===== src/rtl/muldiv_seq.sv =====
// Iterative RV32M unit: radix-2 shift-add multiply and restoring divide, one op at a time.
// Holds the pipeline via stallE while the XLEN-cycle loop runs; the result is valid for one cycle with doneE.
module muldiv_seq #(
  parameter int XLEN = 32
) (
  input  logic            clk,
  input  logic            rst_n,
  input  logic            startE,
  input  logic [2:0]      funct3E,
  input  logic [XLEN-1:0] srcAE,
  input  logic [XLEN-1:0] srcBE,
  input  logic            flushE,
  output logic            stallE,
  output logic            doneE,
  output logic [XLEN-1:0] resultE,
  output logic [1:0]      dbg_state_o
);

  localparam int CW = $clog2(XLEN) + 1;

  typedef enum logic [1:0] {S_IDLE = 2'd0, S_MUL = 2'd1, S_DIV = 2'd2, S_DONE = 2'd3} state_t;

  state_t            state_q, state_d;
  logic [CW-1:0]     cnt_q, cnt_d;
  logic [2:0]        f3_q, f3_d;
  logic [2*XLEN-1:0] acc_q, acc_d;
  logic [XLEN-1:0]   opb_q, opb_d;
  logic              neg_q, neg_d;
  logic [XLEN-1:0]   result_q, result_d;

  // Operand decode for a new op
  logic            is_div, sgn_a, sgn_b, a_neg, b_neg;
  logic [XLEN-1:0] abs_a, abs_b;

  assign is_div = funct3E[2];
  assign sgn_a  = is_div ? ~funct3E[0] : (funct3E[1:0] != 2'b11);
  assign sgn_b  = is_div ? ~funct3E[0] : ~funct3E[1];
  assign a_neg  = sgn_a & srcAE[XLEN-1];
  assign b_neg  = sgn_b & srcBE[XLEN-1];
  assign abs_a  = a_neg ? ('0 - srcAE) : srcAE;
  assign abs_b  = b_neg ? ('0 - srcBE) : srcBE;

  // One multiply step: conditional add into the upper half, then shift right with carry
  logic [XLEN:0]     mul_sum;
  logic [2*XLEN-1:0] mul_nx, mul_prod;

  assign mul_sum  = {1'b0, acc_q[2*XLEN-1:XLEN]} + (acc_q[0] ? {1'b0, opb_q} : '0);
  assign mul_nx   = {mul_sum, acc_q[XLEN-1:1]};
  assign mul_prod = neg_q ? ('0 - mul_nx) : mul_nx;

  // One restoring-divide step on {remainder, dividend}; the quotient shifts in at the bottom
  logic [XLEN:0]     div_hi, div_trial;
  logic [2*XLEN-1:0] div_nx;
  logic [XLEN-1:0]   div_sel;

  assign div_hi    = acc_q[2*XLEN-1:XLEN-1];
  assign div_trial = div_hi - {1'b0, opb_q};
  assign div_nx    = div_trial[XLEN] ? {div_hi[XLEN-1:0], acc_q[XLEN-2:0], 1'b0}
                                     : {div_trial[XLEN-1:0], acc_q[XLEN-2:0], 1'b1};
  assign div_sel   = f3_q[1] ? div_nx[2*XLEN-1:XLEN] : div_nx[XLEN-1:0];

  always_comb begin
    state_d  = state_q;
    cnt_d    = cnt_q;
    f3_d     = f3_q;
    acc_d    = acc_q;
    opb_d    = opb_q;
    neg_d    = neg_q;
    result_d = result_q;
    unique case (state_q)
      S_IDLE: begin
        if (startE && !flushE) begin
          f3_d  = funct3E;
          cnt_d = CW'(XLEN);
          neg_d = (is_div && funct3E[1]) ? a_neg : (a_neg ^ b_neg);
          if (!is_div) begin
            acc_d   = {{XLEN{1'b0}}, abs_b};
            opb_d   = abs_a;
            state_d = S_MUL;
          end else if (srcBE == '0) begin
            result_d = funct3E[1] ? srcAE : '1;
            state_d  = S_DONE;
          end else begin
            acc_d   = {{XLEN{1'b0}}, abs_a};
            opb_d   = abs_b;
            state_d = S_DIV;
          end
        end
      end
      S_MUL: begin
        acc_d = mul_nx;
        cnt_d = cnt_q - 1'b1;
        if (cnt_q == CW'(1)) begin
          result_d = (f3_q[1:0] == 2'b00) ? mul_prod[XLEN-1:0] : mul_prod[2*XLEN-1:XLEN];
          state_d  = S_DONE;
        end
      end
      S_DIV: begin
        acc_d = div_nx;
        cnt_d = cnt_q - 1'b1;
        if (cnt_q == CW'(1)) begin
          result_d = neg_q ? ('0 - div_sel) : div_sel;
          state_d  = S_DONE;
        end
      end
      S_DONE: state_d = S_IDLE;
      default: state_d = S_IDLE;
    endcase
    if (flushE) state_d = S_IDLE;
  end

  always_ff @(posedge clk or negedge rst_n) begin
    if (!rst_n) begin
      state_q  <= S_IDLE;
      cnt_q    <= '0;
      f3_q     <= '0;
      acc_q    <= '0;
      opb_q    <= '0;
      neg_q    <= 1'b0;
      result_q <= '0;
    end else begin
      state_q  <= state_d;
      cnt_q    <= cnt_d;
      f3_q     <= f3_d;
      acc_q    <= acc_d;
      opb_q    <= opb_d;
      neg_q    <= neg_d;
      result_q <= result_d;
    end
  end

  // Pipeline advances exactly in the cycle the result is presented
  assign stallE      = ((state_q == S_IDLE) && startE && !flushE) ||
                       (state_q == S_MUL) || (state_q == S_DIV);
  assign doneE       = (state_q == S_DONE) && !flushE;
  assign resultE     = result_q;
  assign dbg_state_o = state_q;

endmodule


===== config.mk =====
export PLATFORM = sky130hd
export DESIGN_NAME = muldiv_seq
export DESIGN_NICKNAME = d
export VERILOG_FILES = /design/src/rtl/muldiv_seq.sv
export SDC_FILE = /design/constraint.sdc
export NUM_CORES = 1
export LEC_CHECK = 0
export CAP_MARGIN = 5
export CELL_PAD_IN_SITES_DETAIL_PLACEMENT = 0
export CELL_PAD_IN_SITES_GLOBAL_PLACEMENT = 1
export CORE_MARGIN = 2
export CORE_UTILIZATION = 35
export DETAILED_ROUTE_END_ITERATION = 6
export PLACE_DENSITY_LB_ADDON = 0.1
export SYNTH_ARGS = -nofsm -noshare
export SYNTH_HDL_FRONTEND = slang
export SYNTH_SLANG_ARGS = --single-unit

===== constraint.sdc =====
create_clock -name clk -period 6.41 [get_ports clk]
set_clock_uncertainty 0.15 [all_clocks]
set_input_delay 1.6025 -clock clk [delete_from_list [all_inputs] [get_ports clk]]
set_output_delay 1.6025 -clock clk [all_outputs]
set_load 0.02 [all_outputs]

## Yosys cells after proc, flatten, opt, wreduce, memory -nomap -nowiden

Index checks and enable logic that the tools add are counted.

- Word-level logic and storage cells: 85
- Output and inout port bits: 36
- Register bits after elaboration: 139

- Equal/unequal tests: 14
- Add/sub/neg operators: 7
- Reduce and logical (&&, ||, !) cells: 20
- Mux-type cells: 32
- Bitwise logic cells: 5

Operators by type and width:

| kind | number |
|---|---|
| 32-bit two-way mux | 14 |
| 64-bit two-way mux | 5 |
| 64-bit case mux with 3 select lines | 1 |
| 32-bit case mux with 3 select lines | 1 |
| 1-bit by 32-bit subtractor with 32-bit output (first input constant) | 3 |
| 1-bit by 64-bit subtractor with 64-bit output (first input constant) | 1 |
| 32-bit by 32-bit adder with 33-bit output | 1 |
| 33-bit by 32-bit subtractor with 33-bit output | 1 |
| 32-bit zero test | 1 |
| 2-bit inequality test (second input constant) | 7 |
| 6-bit case mux with 2 select lines | 1 |
| 2-bit two-way mux | 4 |
| 6-bit by 1-bit == test with 1-bit output (second input constant) | 1 |
| 6-bit two-way mux | 1 |
| 3-bit inequality test (second input constant) | 2 |
| 2-bit case mux with 3 select lines | 1 |
| 2-bit AND reduction | 3 |
| 3-bit AND reduction | 2 |
| 6-bit AND reduction | 1 |
| 6-bit by 1-bit subtractor with 6-bit output (second input constant) | 1 |
| 1-bit logical AND | 5 |
| 2-bit == test (second input constant) | 2 |
| 2-bit zero test | 2 |
| 1-bit two-way mux | 4 |
| other kinds (10) | 13 |

## Depth between registers and ports, before layout

Gate-level depths: netlist (run 1).

- Word-level depth: 8
- Mapped depth: 20
- Mapped depth without buffers: 16

## Worst setup path before layout (run 1)

Ideal clock, no wire load.

- Path type: input to register
- From: in srcBE[9]
- To: reg result_q[18], in the netlist resultE[18]
- Required time: 6.138 ns
- Data arrival time: 4.651 ns
- Setup slack: 1.487 ns
- Stages on the path: 13
- Buffers on the path: 3
- Cells stage by stage: or4_1 nor4_1 and2_1 and2_1 clkbuf_1 nand4_1 a221o_1 clkbuf_1 nor2_1 clkbuf_1 o221ai_1 a21oi_1 nor3_1

- Cells in the longest elaborated chain, start to end: 3

RTL lines:

| item | line | source |
|---|---|---|
| start, declared | 11 | `input logic [XLEN-1:0] srcBE,` |
| 32-bit zero test | 80 | `end else if (srcBE == '0) begin` |
| 2-bit inequality test (no line) | - |  |
| 6-bit AND reduction (no line) | - |  |
| end signal, assigned | 128 | `result_q <= result_d;` |
| end, declared | 29 | `logic [XLEN-1:0] result_q, result_d;` |

Every way passes these cells.
A chain may end at the register's enable or synchronous reset.

## Final worst setup path (run 1)

- From: reg acc_q[31]
- To: reg result_q[28], in the netlist resultE[28]

- Cells in the longest elaborated chain, start to end: 7

RTL lines:

| item | line | source |
|---|---|---|
| start, declared | 26 | `logic [2*XLEN-1:0] acc_q, acc_d;` |
| start signal, assigned | 117 | `acc_q <= '0;` |
| start signal, assigned | 125 | `acc_q <= acc_d;` |
| 33-bit by 32-bit subtractor with 33-bit output | 57 | `assign div_trial = div_hi - {1'b0, opb_q};` |
| 64-bit two-way mux | 58 | `assign div_nx = div_trial[XLEN] ? {div_hi[XLEN-1:0], acc_q[XLEN-2:0], 1'b0}` |
| 32-bit two-way mux | 60 | `assign div_sel = f3_q[1] ? div_nx[2*XLEN-1:XLEN] : div_nx[XLEN-1:0];` |
| 1-bit by 32-bit subtractor with 32-bit output | 102 | `result_d = neg_q ? ('0 - div_sel) : div_sel;` |
| 32-bit two-way mux | 102 |  |
| 32-bit two-way mux | 101 | `if (cnt_q == CW'(1)) begin` |
| 32-bit case mux with 3 select lines (*) | 70 | `unique case (state_q)` |

Mark *: on every way between the ends. The rest lies on a longest branch, timed or not. The select of a mux whose other input is x is not followed.

==> results.ini, run 1 <==
[setup_path]
cp_common_cell=inv_1
r2r-end=resultE[28]$_DFFE_PN0P_
r2r_slack_ns=0.89
end_kind=register
cp_data_required_time_ns=6.60
slowest_delay_ns=0.62
crit_chain=inv_1 -> ha_1 -> inv_1 -> fa_1 -> a211oi_2 -> o31ai_4 -> o2111ai_4 -> a2111oi_4 -> or3_1 -> nand2_4 -> buf_4 -> o21ai_0 -> a221o_1 -> or4_1 -> nor4_2 -> mux2i_1 -> o211ai_1
cp_slowest_cell=or4_1
reg2reg_from=acc_q[31]$_DFFE_PN0P_
crit_fanout=22
worstPathArrival_ns=5.71
crit_type=register to register
reg2regPathDepth=17
startpoint_type=register

[global_routing]
grt_antenna_before_repair=2
grt_max_degree=81
grt_overflow_total=0
first_global_vias=16539
grtUsageTotal_pct=27.1
grt_pass1_wl_mm=103

[power_and_ir_drop]
p_per_area_nw_per_um2=440
pwr-share-comb_pct=64.6
vdd_drop_max_v=0.000323
pwr-share-seq_pct=22.2
p_int_mw=3.79
p_sw_mw=4.41
p_leak_nw=7.50
pwr-share-clk_pct=13.2
switching_share_pct=53.8

[floorplanning]
die_height_microns=221
fp.dieArea_sq_um=48800
pin_count=107
start_util_pct=35.4
fp-row-count=79
die_width_microns=221
core-area_sq_um=46500

[clock_network]
hold_buffers=0
cts_tree=done
cts-resized-gates=0
clockBufferDepth=2
htreeDepth=4
numCtsBuffers=17
clkLatencyLatePin_ns=0.47
numClockSinks=139
post-cts-setup-buffer-count=0
cts-root-buf=clkbuf_16
cts.clk_slew.worst_paths_ns=0.07

[final_layout]
nNetsFinal=2427
area_growth_pct=13.3
drive_above_1_share_pct=6.63
fin_cells=2900
diodes=0

[place]
port_buffers=106
hpwl_mm=52.7
routabilityCongestion=0.899
numPlacedInstances=2868

[sta]
max_freq_mhz=181
grt_setup_unrepaired=no
layout_min_cycle_time_ns=5.52
slew_viol_final=0
fin_crit_sh_pct=86.1
setup_tns_ns=0
worst_pin_slew_ns=1.05
hold_viol=0
maxSlewHeadroom_pct=29.6
setup_viol=0

[min_path]
hold_path_depth=2
hold_path_end=resultE[4]$_DFFE_PN0P_
min_path_type=register to register
worstHoldStart=resultE[4]$_DFFE_PN0P_

[synthesis]
synth_top_area_cell=dfrtp_1
synth_seq_area_share_pct=21.1
ys_warn_count=0
syn-cell-area_sq_um=16500
synth_top_area_share_pct=21.1
syn_inst=2273
synthArstFlopShare_pct=100
syn_nets=2420
synth_cell_type_count=90
syn_area_per_cell_sq_um=7.25
synth-edff-count=0
ys_ff_latch=139
ys_top_cells_by_area=dfrtp_1 (21%), o21ai_0 (6.5%), nand2_1 (6.0%), ha_1 (5.6%), a21oi_1 (5.4%)
ys.flop_type=dfrtp_1

[route]
routed_wl_mm=67.2
first_pass_iters=6
drc_errors=0
drt_iter0_drc=1441
wl_per_cell_microns=23.2
dr_total_vias=17365
viasPerCell=5.99
antenna_left=0

[job]
maxCapViolCount=0

[status]
status=finished clean

## how the worst max path moves through the flow
stage | start | to | slack [ns] | cells after the start
after floorplan | srcBE[9] | resultE[18]$_DFFE_PN0P_ | 1.49 | 13
after global placement | srcBE[3] | resultE[31]$_DFFE_PN0P_ | 0.76 | 14
after detailed placement | srcBE[3] | resultE[7]$_DFFE_PN0P_ | 0.74 | 11
after CTS | acc_q[31]$_DFFE_PN0P_ | resultE[28]$_DFFE_PN0P_ | 0.91 | 17
after global routing | acc_q[31]$_DFFE_PN0P_ | resultE[28]$_DFFE_PN0P_ | 0.53 | 17
final | acc_q[31]$_DFFE_PN0P_ | resultE[28]$_DFFE_PN0P_ | 0.89 | 17
## metal layers
layer | share of wire, % | vias to the layer above | routed length [microns] | track usage [%]
met5 | 0 | - | 0 | 0
li1 | - | 8331 | - | -
met4 | 2.1 | 0 | 1430 | 7.49
met3 | 6.4 | 65 | 4330 | 3.66
met1 | 48 | 8406 | 32400 | 39.8
met2 | 43 | 563 | 29000 | 41.2
## layout by cell type (no fill, tap or decap), drive strengths merged, types with 7 or more instances in the layout
master,n
a211o,10
a31oi,20
clkdlybuf4s50,104
clkbuf,17
o21ai,221
o211ai,19
or2,13
a211oi,25
or4,17
nor4,24
a221oi,48
and2,48
o41ai,12
o31ai,76
mux2i,36
mux2,25
o221ai,11
dfrtp,139
o21a,8
a22oi,30
a21o,30
o22ai,7
nor3,80
nand4,24
nand2,265
xnor2,101
inv,78
nand3,34
and3,12
xor2,92
nand2b,18
ha,74
clkinv,9
buf,50
or3,21
nor2,204
nor2b,16
a21oi,180
## registers in the layout, summed over array words and instances (netlist names)
register	flops
acc_q	64
cnt_q	6
dbg_state_o	2
f3_q	2
neg_q	1
opb_q	32
resultE	32
## kinds of logic after synthesis
logic type | Yosys count | share of synthesized area (%)
buffers and inverters | 244 | 5.68
AO/OA/AOI/OAI | 756 | 30.0
adder cells (fa/ha/maj) | 76 | 5.87
XOR/XNOR | 193 | 10.3
AND/OR/NAND/NOR | 804 | 23.2
multiplexers | 61 | 3.90
flip-flops | 139 | 21.1
## power by group through the flow
stage	sequential (mW)	combinational, mW	clock, mW
2_1_floorplan	1.53	3.69	0
3_3_place_gp	1.81	5.20	0
3_5_place_dp	1.81	5.20	0
4_1_cts	1.80	5.24	1.10
5_1_grt	1.86	5.80	1.13
6_report	1.82	5.30	1.09
## area by class of cell
class	instances	area, sq um
fill	4942	27800
clock inverter	15	195
tap	607	759
sequential	139	3480
clock buffer	17	425
timing repair buffer	154	1430
inverter	78	293
multi-input combinational	1890	12100
## worst max-delay path: cells and delay by family (launching register included)
family,cells,cell delay [ns]
buffers and inverters,3,0.47
DFF,1,0.46
adders and majority gates,2,0.60
and+or+nand+nor,4,1.79
muxes,1,0.29
AOI/OAI and AO/OA,7,1.61
## synth_stat cells, drive strengths merged (6+ instances only)
cell type / count
a211o: 10
a211oi: 25
a21o: 30
a21oi: 180
a221oi: 48
a22oi: 30
a31oi: 20
and2: 48
and3: 12
buf: 17
clkbuf: 149
dfrtp: 139
ha: 74
inv: 76
mux2: 25
mux2i: 36
nand2: 265
nand2b: 18
nand3: 34
nand3b: 6
nand4: 24
nor2: 204
nor2b: 16
nor3: 80
nor4: 24
o2111ai: 6
o211ai: 19
o21a: 8
o21ai: 221
o221ai: 11
o22ai: 7
o31ai: 76
o41ai: 12
or2: 13
or3: 21
or4: 17
xnor2: 101
xor2: 92
## stage by stage
step	total power [mW]	utilization, %	setup slack, ns	hold WS, ns	cell area, sq um
2_1_floorplan	5.22	-	1.49	0.313	16500
3_3_place_gp	7.01	38.8	0.761	0.318	18000
3_5_place_dp	7.01	38.8	0.740	0.328	18000
4_1_cts	8.13	40.2	0.910	0.343	18700
5_1_grt	8.80	40.2	0.532	0.374	18700
6_report	8.20	40.2	0.894	0.342	18700
No activity file was read; power rests on OpenSTA's default activity.
==> inputs of run 2 (changes only) <==
- CORE_MARGIN: 2 -> not set
- TNS_END_PERCENT: not set -> 10
==> results.ini, run 2 (synthesis gave the netlist of run 1 again) <==
[clock_network]
numClockSinks=139  ; unchanged
cts-root-buf=clkbuf_16
numCtsBuffers=17  ; unchanged
cts-resized-gates=0  ; unchanged
post-cts-setup-buffer-count=0  ; unchanged
htreeDepth=4  ; unchanged
clockBufferDepth=2  ; unchanged
hold_buffers=0  ; unchanged
cts.clk_slew.worst_paths_ns=0.07  ; about the same
cts_tree=done
clkLatencyLatePin_ns=0.45  ; -0.02 ns

[final_layout]
largest_reg_flops=64  ; unchanged
nNetsFinal=2422  ; -0.21%
area_growth_pct=13.0
fill_cells=4866  ; -1.5%
final_cell_mix=nand2_1 (263), o21ai_0 (215), nor2_1 (201)
design_area_sq_um=18600  ; -0.26%
top_register=acc_q
layout_commonest_cell=nand2_1
drive_above_1_share_pct=6.29  ; -0.34 points

[place]
placed_cell_area_sq_um=18000  ; -0.14%
routabilityCongestion=0.924  ; +2.8%
port_buffers=106  ; unchanged
hpwl_mm=53.0  ; +0.48%

[power_and_ir_drop]
vdd_drop_max_v=0.000392  ; +22%
p_per_area_nw_per_um2=441  ; +0.32%
p_leak_nw=7.47  ; -0.36%
p_total_mw=8.21  ; about the same

[global_routing]
grt_overflow_total=0  ; unchanged
grt_pass1_wl_mm=102  ; -0.65%
grt_max_degree=96  ; +19%
grtUsageTotal_pct=28.3  ; +1.2 points
first_global_vias=16135  ; -2.4%
grt_antenna_before_repair=4  ; +2

[sta]
fin_hold_ws_ns=0.329  ; -0.0132 ns
worst_pin_slew_ns=1.12  ; +0.0672 ns
setup_viol=0  ; unchanged
maxSlewHeadroom_pct=25.0  ; -4.6 points
setup_tns_ns=0  ; unchanged
grt_setup_unrepaired=no
layout_min_cycle_time_ns=5.45  ; -0.0679 ns
slew_viol_final=0  ; unchanged
hold_viol=0  ; unchanged
fin_crit_sh_pct=85.0  ; -1.1 points
max_freq_mhz=184  ; +1.2%

[route]
drt_iter0_drc=1672  ; +16%
routed_wl_mm=67.8  ; +0.86%
dr_total_vias=17263  ; -0.59%
drc_errors=0  ; unchanged
wl_per_cell_microns=23.4  ; +1.0%
first_pass_iters=5  ; -1
viasPerCell=5.96  ; -0.45%
antenna_left=0  ; unchanged

[floorplanning]
start_util_pct=35.4  ; unchanged
pin_count=107  ; unchanged
core-area_sq_um=46500  ; unchanged
die_width_microns=219  ; -0.91%
fp.dieArea_sq_um=47900  ; -1.8%
die_height_microns=219  ; -0.91%
fp-row-count=79  ; unchanged

[setup_path]
crit_chain=buf_4 -> and2_1 -> ha_1 -> o21ai_0 -> o211ai_1 -> nand2_1 -> o31ai_1 -> o21ai_0 -> nand3b_1 -> or4_1 -> nor3_1 -> a21oi_1 -> xor2_1 -> o2111ai_1 -> o211ai_1
end_kind=register
crit_fanout=32  ; +45%
worstPathArrival_ns=5.61  ; -0.10 ns
cp_slowest_cell=o21ai_0
startpoint_type=register
crit_type=register to register
slowest_delay_ns=0.67  ; +0.05 ns
cp_data_required_time_ns=6.57  ; -0.03 ns
timing.critical_path.buf_inv=1  ; -2
cp_top_family=compound AO/OA/AOI/OAI gates

[min_path]
min_path_type=register to register

[job]
maxCapViolCount=0  ; unchanged

[status]
status=finished clean

## run 2: worst register-to-register path, cell delays in order, from the launching register on
cell       delay [ns]
dfrtp_1          0.47
buf_4            0.34
and2_1           0.19
ha_1             0.27
o21ai_0          0.54
o211ai_1         0.24
nand2_1          0.21
o31ai_1          0.19
o21ai_0          0.67
nand3b_1         0.35
or4_1            0.63
nor3_1           0.40
a21oi_1          0.15
xor2_1           0.18
o2111ai_1        0.24
o211ai_1         0.11
## run 2: area by class of cell
class                           instances  area, sq um  area share, %
Multi-Input combinational cell       1890        12100           64.9
Sequential cell                       139         3480           18.7
Timing Repair Buffer                  149         1410           7.56
Tap cell                              607          759           4.08
Clock buffer                           21          450           2.42
Inverter                               78          293           1.57
Clock inverter                         11          144          0.773
Antenna cell                            1         2.50         0.0134
## run 2: final timing paths
path,start,depth (start not counted),slack (ns),end
max in group asynchronous,rst_n,2,3.67,acc_q[3]$_DFFE_PN0P_
hold / removal,resultE[3]$_DFFE_PN0P_,2,0.33,resultE[3]$_DFFE_PN0P_
hold reg to reg,resultE[3]$_DFFE_PN0P_,2,0.33,resultE[3]$_DFFE_PN0P_
setup reg to reg,acc_q[0]$_DFFE_PN0P_,15,0.96,resultE[26]$_DFFE_PN0P_
min in group asynchronous,rst_n,1,1.15,opb_q[30]$_DFFE_PN0P_
setup / recovery,acc_q[0]$_DFFE_PN0P_,15,0.96,resultE[26]$_DFFE_PN0P_
## run 2: routing by layer
layer / up-vias / track usage (%) / wire length (microns)
li1: 8315 / - / -
met1: 8329 / 43.1 / 33800
met2: 562 / 42.3 / 29200
met3: 57 / 2.43 / 3550
met4: 0 / 6.97 / 1170
met5: - / 0 / 0
## run 2: metrics by stage
step                      util (%)  worst slack [ns]  cells
after detailed placement      38.8             0.790   2863
final                         40.1             0.961   2896
after CTS                     40.1             0.998   2895
after global placement        38.8             0.835   2863
after floorplan                  -              1.49   2273
after global routing          40.1             0.661   2895
## run 2: where the power goes
part / switching, mW / internal (mW) / total, mW / leakage [nW]
logic: 3.40 / 1.93 / 5.33 / 5.45
clock network: 0.439 / 0.622 / 1.06 / 0.291
registers: 0.600 / 1.22 / 1.82 / 1.73
total: 4.44 / 3.77 / 8.21 / 7.47
